==> src/rtl/collision_engine.sv <==
//----------------------------------------------------------------------------
// Module      : collision_engine
// Description : Frame-rate ball/paddle/wall collision engine with a single
//               shared paddle comparator, lowest-index priority and cooldown.
// Revision    : 1.0 - initial release
//----------------------------------------------------------------------------
`default_nettype none

module collision_engine #(
  parameter int BIT_WIDTH     = 10,
  parameter int BALL_RADIUS   = 4,
  parameter int PADDLE_WIDTH  = 4,
  parameter int PADDLE_LENGTH = 32,
  parameter int NUM_PADDLES   = 2,
  parameter int SCREEN_W      = 640,
  parameter int SCREEN_H      = 480,
  parameter int PROXIMITY     = 2,
  parameter int COOLDOWN      = 4,
  localparam int IDX_W        = (NUM_PADDLES > 1) ? $clog2(NUM_PADDLES) : 1
) (
  input  logic                           clk,
  input  logic                           rst,
  input  logic                           frame_tick,
  input  logic [BIT_WIDTH-1:0]           ball_x,
  input  logic [BIT_WIDTH-1:0]           ball_y,
  input  logic [NUM_PADDLES*BIT_WIDTH-1:0] paddle_x,
  input  logic [NUM_PADDLES*BIT_WIDTH-1:0] paddle_y,
  output logic                           busy,
  output logic                           result_valid,
  output logic                           paddle_hit,
  output logic [IDX_W-1:0]               paddle_idx,
  output logic [NUM_PADDLES-1:0]         touching,
  output logic                           wall_top,
  output logic                           wall_bottom,
  output logic                           goal_left,
  output logic                           goal_right,
  output logic                           flip_x,
  output logic                           flip_y,
  output logic                           overrun
);

  localparam int SW   = BIT_WIDTH + 2;
  localparam int CD_W = (COOLDOWN > 0) ? $clog2(COOLDOWN + 1) : 1;

  localparam logic signed [SW-1:0]  c_XLIM   = SW'(PADDLE_WIDTH + BALL_RADIUS + PROXIMITY);
  localparam logic signed [SW-1:0]  c_YLEN   = SW'(PADDLE_LENGTH);
  localparam logic [BIT_WIDTH-1:0]  c_TOP    = BIT_WIDTH'(BALL_RADIUS);
  localparam logic [BIT_WIDTH-1:0]  c_BOTTOM = BIT_WIDTH'(SCREEN_H - 1 - BALL_RADIUS);
  localparam logic [BIT_WIDTH-1:0]  c_LEFT   = BIT_WIDTH'(BALL_RADIUS);
  localparam logic [BIT_WIDTH-1:0]  c_RIGHT  = BIT_WIDTH'(SCREEN_W - 1 - BALL_RADIUS);
  localparam logic [IDX_W-1:0]      c_LAST   = IDX_W'(NUM_PADDLES - 1);
  localparam logic [CD_W-1:0]       c_CD     = CD_W'(COOLDOWN);

  typedef enum logic [1:0] {
    S_IDLE   = 2'd0,
    S_SCAN   = 2'd1,
    S_WALLS  = 2'd2,
    S_REPORT = 2'd3
  } state_t;

  state_t                           r_state;
  logic [IDX_W-1:0]                 r_idx;
  logic [IDX_W-1:0]                 r_cand;
  logic                             r_any;
  logic [NUM_PADDLES-1:0]           r_touch_acc;
  logic [3:0]                       r_wall_acc;
  logic [CD_W-1:0]                  r_cd;
  logic [BIT_WIDTH-1:0]             r_bx;
  logic [BIT_WIDTH-1:0]             r_by;
  logic [NUM_PADDLES*BIT_WIDTH-1:0] r_pxs;
  logic [NUM_PADDLES*BIT_WIDTH-1:0] r_pys;

  logic [BIT_WIDTH-1:0] w_px_arr [NUM_PADDLES];
  logic [BIT_WIDTH-1:0] w_py_arr [NUM_PADDLES];

  for (genvar g = 0; g < NUM_PADDLES; g++) begin : g_unpack
    assign w_px_arr[g] = r_pxs[g*BIT_WIDTH +: BIT_WIDTH];
    assign w_py_arr[g] = r_pys[g*BIT_WIDTH +: BIT_WIDTH];
  end

  // Shared comparator; zero-extended signed math keeps py - LENGTH from wrapping.
  logic signed [SW-1:0] w_bx_s, w_by_s, w_px_s, w_py_s, w_dx, w_adx;
  logic                 w_contact;

  always_comb begin
    w_bx_s    = $signed({2'b00, r_bx});
    w_by_s    = $signed({2'b00, r_by});
    w_px_s    = $signed({2'b00, w_px_arr[r_idx]});
    w_py_s    = $signed({2'b00, w_py_arr[r_idx]});
    w_dx      = w_bx_s - w_px_s;
    w_adx     = w_dx[SW-1] ? -w_dx : w_dx;
    w_contact = (w_adx <= c_XLIM) &&
                (w_by_s >= (w_py_s - c_YLEN)) &&
                (w_by_s <= (w_py_s + c_YLEN));
  end

  always_ff @(posedge clk) begin
    if (rst) begin
      r_state      <= S_IDLE;
      r_idx        <= '0;
      r_cand       <= '0;
      r_any        <= 1'b0;
      r_touch_acc  <= '0;
      r_wall_acc   <= '0;
      r_cd         <= '0;
      r_bx         <= '0;
      r_by         <= '0;
      r_pxs        <= '0;
      r_pys        <= '0;
      busy         <= 1'b0;
      result_valid <= 1'b0;
      paddle_hit   <= 1'b0;
      paddle_idx   <= '0;
      touching     <= '0;
      wall_top     <= 1'b0;
      wall_bottom  <= 1'b0;
      goal_left    <= 1'b0;
      goal_right   <= 1'b0;
      flip_x       <= 1'b0;
      flip_y       <= 1'b0;
      overrun      <= 1'b0;
    end else begin
      result_valid <= 1'b0;
      if (frame_tick && (r_state != S_IDLE)) begin
        overrun <= 1'b1;
      end
      case (r_state)
        S_IDLE: begin
          if (frame_tick) begin
            r_bx        <= ball_x;
            r_by        <= ball_y;
            r_pxs       <= paddle_x;
            r_pys       <= paddle_y;
            r_touch_acc <= '0;
            r_any       <= 1'b0;
            r_cand      <= '0;
            r_idx       <= '0;
            busy        <= 1'b1;
            r_state     <= S_SCAN;
          end
        end
        S_SCAN: begin
          r_touch_acc[r_idx] <= w_contact;
          if (w_contact && !r_any) begin
            r_any  <= 1'b1;
            r_cand <= r_idx;
          end
          if (r_idx == c_LAST) begin
            r_state <= S_WALLS;
          end else begin
            r_idx <= r_idx + IDX_W'(1);
          end
        end
        S_WALLS: begin
          r_wall_acc <= {r_by <= c_TOP, r_by >= c_BOTTOM, r_bx <= c_LEFT, r_bx >= c_RIGHT};
          r_state    <= S_REPORT;
        end
        S_REPORT: begin
          // Cooldown only gates the reported bounce; raw contacts still publish.
          if ((r_cd == '0) && r_any) begin
            paddle_hit <= 1'b1;
            flip_x     <= 1'b1;
            r_cd       <= c_CD;
          end else begin
            paddle_hit <= 1'b0;
            flip_x     <= 1'b0;
            if (r_cd != '0) begin
              r_cd <= r_cd - CD_W'(1);
            end
          end
          paddle_idx   <= r_cand;
          touching     <= r_touch_acc;
          wall_top     <= r_wall_acc[3];
          wall_bottom  <= r_wall_acc[2];
          goal_left    <= r_wall_acc[1];
          goal_right   <= r_wall_acc[0];
          flip_y       <= r_wall_acc[3] | r_wall_acc[2];
          result_valid <= 1'b1;
          busy         <= 1'b0;
          r_state      <= S_IDLE;
        end
        default: begin
          r_state <= S_IDLE;
        end
      endcase
    end
  end

endmodule

`default_nettype wire
==> config.mk <==
export PLATFORM = sky130hd
export DESIGN_NAME = collision_engine
export DESIGN_NICKNAME = d
export VERILOG_FILES = /design/src/rtl/collision_engine.sv
export SDC_FILE = /design/constraint.sdc
export NUM_CORES = 1
export LEC_CHECK = 0
export ABC_CLOCK_PERIOD_IN_PS = 3100
export BUFFER_PORTS_ARGS = -buffer_cell sky130_fd_sc_hd__buf_2
export CELL_PAD_IN_SITES_DETAIL_PLACEMENT = 1
export CELL_PAD_IN_SITES_GLOBAL_PLACEMENT = 1
export CORE_MARGIN = 2
export CORE_UTILIZATION = 38
export CTS_CLUSTER_SIZE = 10
export DETAILED_ROUTE_END_ITERATION = 10
export PLACE_DENSITY = 0.86
export SYNTH_ARGS = -nofsm -noshare
export SYNTH_HDL_FRONTEND = slang
export SYNTH_SLANG_ARGS = --single-unit
==> constraint.sdc <==
create_clock -name clk -period 3.1 [get_ports clk]
set_input_delay 0.155 -clock clk [delete_from_list [all_inputs] [get_ports clk]]
set_output_delay 0.155 -clock clk [all_outputs]
set_load 0.01 [all_outputs]
* After elaboration in Yosys (flattened, before gate mapping)
Index checks and enable logic that the tools add are counted.
Cells by class: $add $sub $neg 6, magnitude comparators 10, equal/unequal tests 6, muxes and demuxes 28, bitwise operators 2, reduce and logical (&&, ||, !) cells 20
Operators with widths (number):
- $mux 10 | 6
- $le 10x3->1 const B | 2
- $le 12x5->1 const B | 1
- $mux 12 | 1
- $neg 11->12 | 1
- $add 10x6->11 const B | 1
- $ge 11x11->1 | 1
- $le 10x11->1 | 1
- $sub 10x10->11 | 1
- $sub 10x6->11 const B | 1
- $ge 10x10->1 const B | 1
- $ge 10x9->1 const B | 1
- $reduce_and 2->1 | 5
- $mux 1 | 8
- $pmux 1 s2 | 4
- $pmux 2 s4 | 1
- $reduce_bool 2->1 | 4
- $logic_and 1x1->1 | 6
- $mux 2 | 3
- $mux 3 | 2
- $ne 2x2->1 const B | 3
- $eq 2x2->1 const B | 2
- $pmux 2 s2 | 1
- $logic_not 3->1 | 1
- 14 further kinds | 14
Storage, ports and cells: register bits 86, bits of input ports 63, output and inout bits 13, word-level logic and storage cells 94

* Longest topological paths before layout
word-level depth 13, gate-level depth with buffers 16, depth with buffers taken out 15

* Worst setup path before layout
Ideal clock, no wire load.
path type register -> register, start point register r_idx, end point register r_cand, library setup time 0.074 ns, data arrival time 3.236 ns, data required time 3.026 ns, path slack -0.210 ns, stages on the path, launching flop included 14, path buffers 3, clock period less this slack 3.310 ns, cells stage by stage dfxtp_1 > buf_2 > buf_1 > clkbuf_1 > mux2i_1 > ha_1 > nor2b_1 > o2111ai_1 > nand2_1 > a311oi_2 > a2111oi_2 > a31o_2 > a31o_1 > a31oi_1
Between the ends: word-level cells in the longest chain between the ends 13, elaborated cells on any way between the ends 22, those cells by class add/sub: 4; order compare: 3; eq/ne: 1; mux: 9; bitwise: 1; reduce/logical: 4
RTL lines:
- start, declared | RTL line 62 | logic [IDX_W-1:0] r_idx;
- start signal, assigned | RTL line 151 | r_idx <= r_idx + IDX_W'(1);
- $not 1->2 (not written as such) | RTL line 88, 89
- $mux 10 (not written as such) (3 in a row) | RTL line 88 | w_px_s = $signed({2'b00, w_px_arr[r_idx]});
- $sub 10x10->11 | RTL line 90 | w_dx = w_bx_s - w_px_s;
- $neg 11->12 | RTL line 91 | w_adx = w_dx[SW-1] ? -w_dx : w_dx;
- $mux 12 | RTL line 91
- $le 12x5->1 | RTL line 92 | w_contact = (w_adx <= c_XLIM) &&
- $logic_and 1x1->1 | RTL line 92
- $logic_and 1x1->1 | RTL line 93 | (w_by_s >= (w_py_s - c_YLEN)) &&
- $logic_and 1x1->1 | RTL line 144 | if (w_contact && !r_any) begin
- $ne 2x2->1 (no line)
- $reduce_and 3->1 (no line)
- end signal, assigned | RTL line 146 | r_cand <= r_idx;
- end, declared | RTL line 63 | logic [IDX_W-1:0] r_cand;
Parallel ways exist; a longest one is shown, timed or not. The select of a mux whose other input is x is not followed. A chain may end at the register's enable or synchronous reset.

* Worst setup path in the final report
start point register r_idx, end point register r_any
Between the ends: word-level cells in the longest chain between the ends 13, elaborated cells on any way between the ends 20, those cells by class add/sub: 4; order compare: 3; eq/ne: 1; mux: 7; bitwise: 1; reduce/logical: 4
RTL lines:
- $not 1->2 (not written as such) (*) | RTL line 88, 89
- $mux 10 (not written as such) (3 in a row) | RTL line 88
- $sub 10x10->11 | RTL line 90
- $neg 11->12 | RTL line 91
- $mux 12 | RTL line 91
- $le 12x5->1 | RTL line 92
- $logic_and 1x1->1 | RTL line 92
- $logic_and 1x1->1 (*) | RTL line 93
- $logic_and 1x1->1 (*) | RTL line 144
- $ne 2x2->1 (no line) (*)
- $reduce_and 3->1 (no line) (*)
- end signal, assigned | RTL line 102 | r_any <= 1'b0;
- end signal, assigned | RTL line 135 | r_any <= 1'b0;
- end signal, assigned | RTL line 145 | r_any <= 1'b1;
- end, declared | RTL line 64 | logic r_any;
Mark *: on every way between the ends. The rest lies on a longest branch, timed or not. The select of a mux whose other input is x is not followed.

==> qor.yml <==
outcome: "finished clean"
syn_avg_cell_area_um2: 7.95
track_usage_pct: 21.8
viasPerCell: 5.38
min_period_ns: 2.96
hold_ws_ns: 0.0491
drc: 0
row_count: 41
worstSetupPathType: "flip-flop to flip-flop"
ys_seq_elements: 86
grt.overflow.total: 0
syn-num-nets: 706
stdcell_area_um2: 5850
drive_gt1_share_pct: 20.8
crit_path_cell_trace: "buf_4, mux2i_1, ha_1, o21ai_0, a21oi_1, o311ai_0, o211ai_2, a21o_1, a31o_2, a31oi_1, nor3_1"
drt_iter0_drc: 190
worst_pin_slew_ns: 0.877
layoutNonFillerInstCount: 845
cts_hold_buf: 0
insertion_delay_ns: 0.34
grt_pass1_wl_mm: 23.4
n_antenna_cell: 0
synthDistinctLibCells: 63
cts.sinks: 86
initial_core_util_pct: 38.6
cp_slowest_cell: "dfxtp_4"
fillerInstances: 1543
setup_violations: 0
routed_wl_mm: 14.6
clk_pin_slew_worst_paths_ns: 0.06
via_count: 4545
finalMaxSlewViolations: 0
yosys_warnings: 0
synth-async-reset-ratio_pct: 0
critPathRequiredTime_ns: 3.29
finalPower_uw: 5630
start_kind: "flip-flop"
io_pins: 76
leakagePower_uw: 0.00236
cts_tree: "yes"
die_x_um: 117
drv_cap: 0
yosysSeqAreaShare_pct: 35.6
finClkSkew_ns: 0.00681
io_buffers: 75
cts_buffer_depth: 2
die_area_um2: 13600
syn_area_um2: 4830
cp_num_buf_inv: 1
cts_made_buffers: 9
dp_hpwl_mm: 10.4
final_antenna_net_count: 0
fin_util_pct: 46.7
vdd_drop_max_uv: 329
cts_root_buf: "clkbuf_16"
crit_arrival_ns: 3.15
fin_crit_sh_pct: 95.4
grt_max_degree: 87
drt_pass1_iterations: 4
gp_congestion: 0.935
path_delay_family: "compound AO/OA/AOI/OAI gates"
antenna_found_initial: 0
post_dp_cell_area_um2: 5340
cp-end-kind: "flip-flop"
finalHoldViolCount: 0
ys.flop_type: "dfxtp_1"
wl_per_cell_um: 17.2
syn2layout_area_growth_pct: 21.0
critical_path_peak_fanout: 7
cellPowerDensity_nw_per_um2: 962
fin_nets: 767
htree_num_levels: 3
max_freq_mhz: 338
slew_headroom_pct: 41.5
grt_pass1_vias: 4693
cp_slowest_stage_delay_ns: 0.38
holdCritPathClass: "input pin to flip-flop"
placed_cells: 826
postSynthCellCount: 608
fp.coreArea_um2: 12500
fp.dieH_um: 117
synth_edf_count: 0
-- Yosys cell counts (all sizes together) (2+ instances only) --
master    n  area (um2)
nor2     42         160
clkbuf   24        91.3
o21bai    2        15.0
and2      6        37.5
o41ai     2        36.3
and3      2        12.5
a32o      2        20.0
a21o      6        45.0
a21oi    94         493
nor4      6        37.5
dfxtp    86        1720
inv      20        75.1
nand4b    2        17.5
nand4     7        43.8
o21ai    13        65.1
mux2i    24         240
and4      2        17.5
nand3     8        45.0
nor3      9        45.0
ha       34         425
o311ai    2        17.5
xor2      6        71.3
o211ai    5        42.5
a311oi    2        23.8
nand2b    7        43.8
mux2      3        33.8
a32oi     2        17.5
nor2b     6        37.5
nand2   136         510
xnor2     8        70.1
a31oi     6        37.5
o31ai     2        15.0
a211oi    4        30.0
buf      11        63.8
a31o      3        26.3
-- registers in the layout, summed over array words and instances (netlist names), 2 cells and up --
signal,flops
r_bx,10
r_wall_acc,4
r_by,10
r_pxs,20
r_pys,20
r_state,2
r_cd,3
touching,2
r_touch_acc,2
-- through the flow --
| step | TNS (ns) | setup WS, ns |
|---|---|---|
| finish | 0 | 0.141 |
| global route | -0.0575 | -0.0364 |
| CTS | 0 | 0.00528 |
| detailed placement | 0 | 0.0312 |
| global placement | 0 | 0.238 |
| floorplan | 0 | 0.101 |
-- path summary, 6_finish.rpt --
path	startpoint	end	slack [ns]	cells past startpoint
max	r_idx	r_any	0.14	11
min reg2reg	r_pxs[4]	r_pxs[4]	0.46	2
max reg2reg	r_idx	r_any	0.14	11
min	paddle_y[7]	r_pys[7]	0.05	3
-- cell type report --
type | count | area, um2 | share of cell area [%]
multi-input cells | 467 | 3000 | 51.3
clock buffers | 11 | 243 | 4.15
repair buffers | 85 | 493 | 8.43
flip-flops and latches | 86 | 1730 | 29.5
well taps | 172 | 215 | 3.68
inverters | 20 | 75.1 | 1.28
clock inverters | 4 | 95.1 | 1.63
-- layout by cell type (no fill, tap or decap), drive strengths merged, types with 8 or more instances in the layout --
| cell type | count |
|---|---|
| dfxtp | 86 |
| nand3 | 8 |
| nand2 | 136 |
| buf | 84 |
| nor3 | 9 |
| xnor2 | 8 |
| a21oi | 94 |
| inv | 20 |
| ha | 34 |
| o21ai | 13 |
| mux2i | 24 |
| nor2 | 42 |
| clkbuf | 12 |
-- layer usage --
layer  share of wire (%)  routed length (um)  vias up  track usage [%]
met1                  46                6660     2211             29.1
met2                  49                7200       77             36.1
met4                 1.4                 204        0             8.71
li1                    -                   -     2236                -
met3                 3.5                 505       21             2.34
met5                   0                   0        -                0
-- cells by family after synthesis --
kind of cell,after synthesis,synth area share (%)
simple gates,238,21.7
fa+ha+maj,35,9.22
xor+xnor,14,2.93
buf+inv,55,4.77
compound gates,153,20.1
mux,27,5.67
flops,86,35.6
-- repair_timing --
item,4_1_cts,5_1_grt
setup endpoints to repair,0,4
gates resized for setup,0,28
setup buffers,0,3
-- power breakdown --
group          internal (uW)  total (uW)  switching (uW)  leakage [uW]
clock network            804        1230             429      0.000166
logic                   1190        2910            1720       0.00149
registers               1290        1480             191      0.000704
-- worst reg2reg max path, delay by kind of cell (launching register included) --
family | cells | cell delay [ns]
mux | 1 | 0.23
flops | 1 | 0.38
buf+inv | 1 | 0.21
simple gates | 1 | 0.07
compound gates | 7 | 1.59
fa+ha+maj | 1 | 0.34
Note: power is estimated with default switching activity, not from simulation.
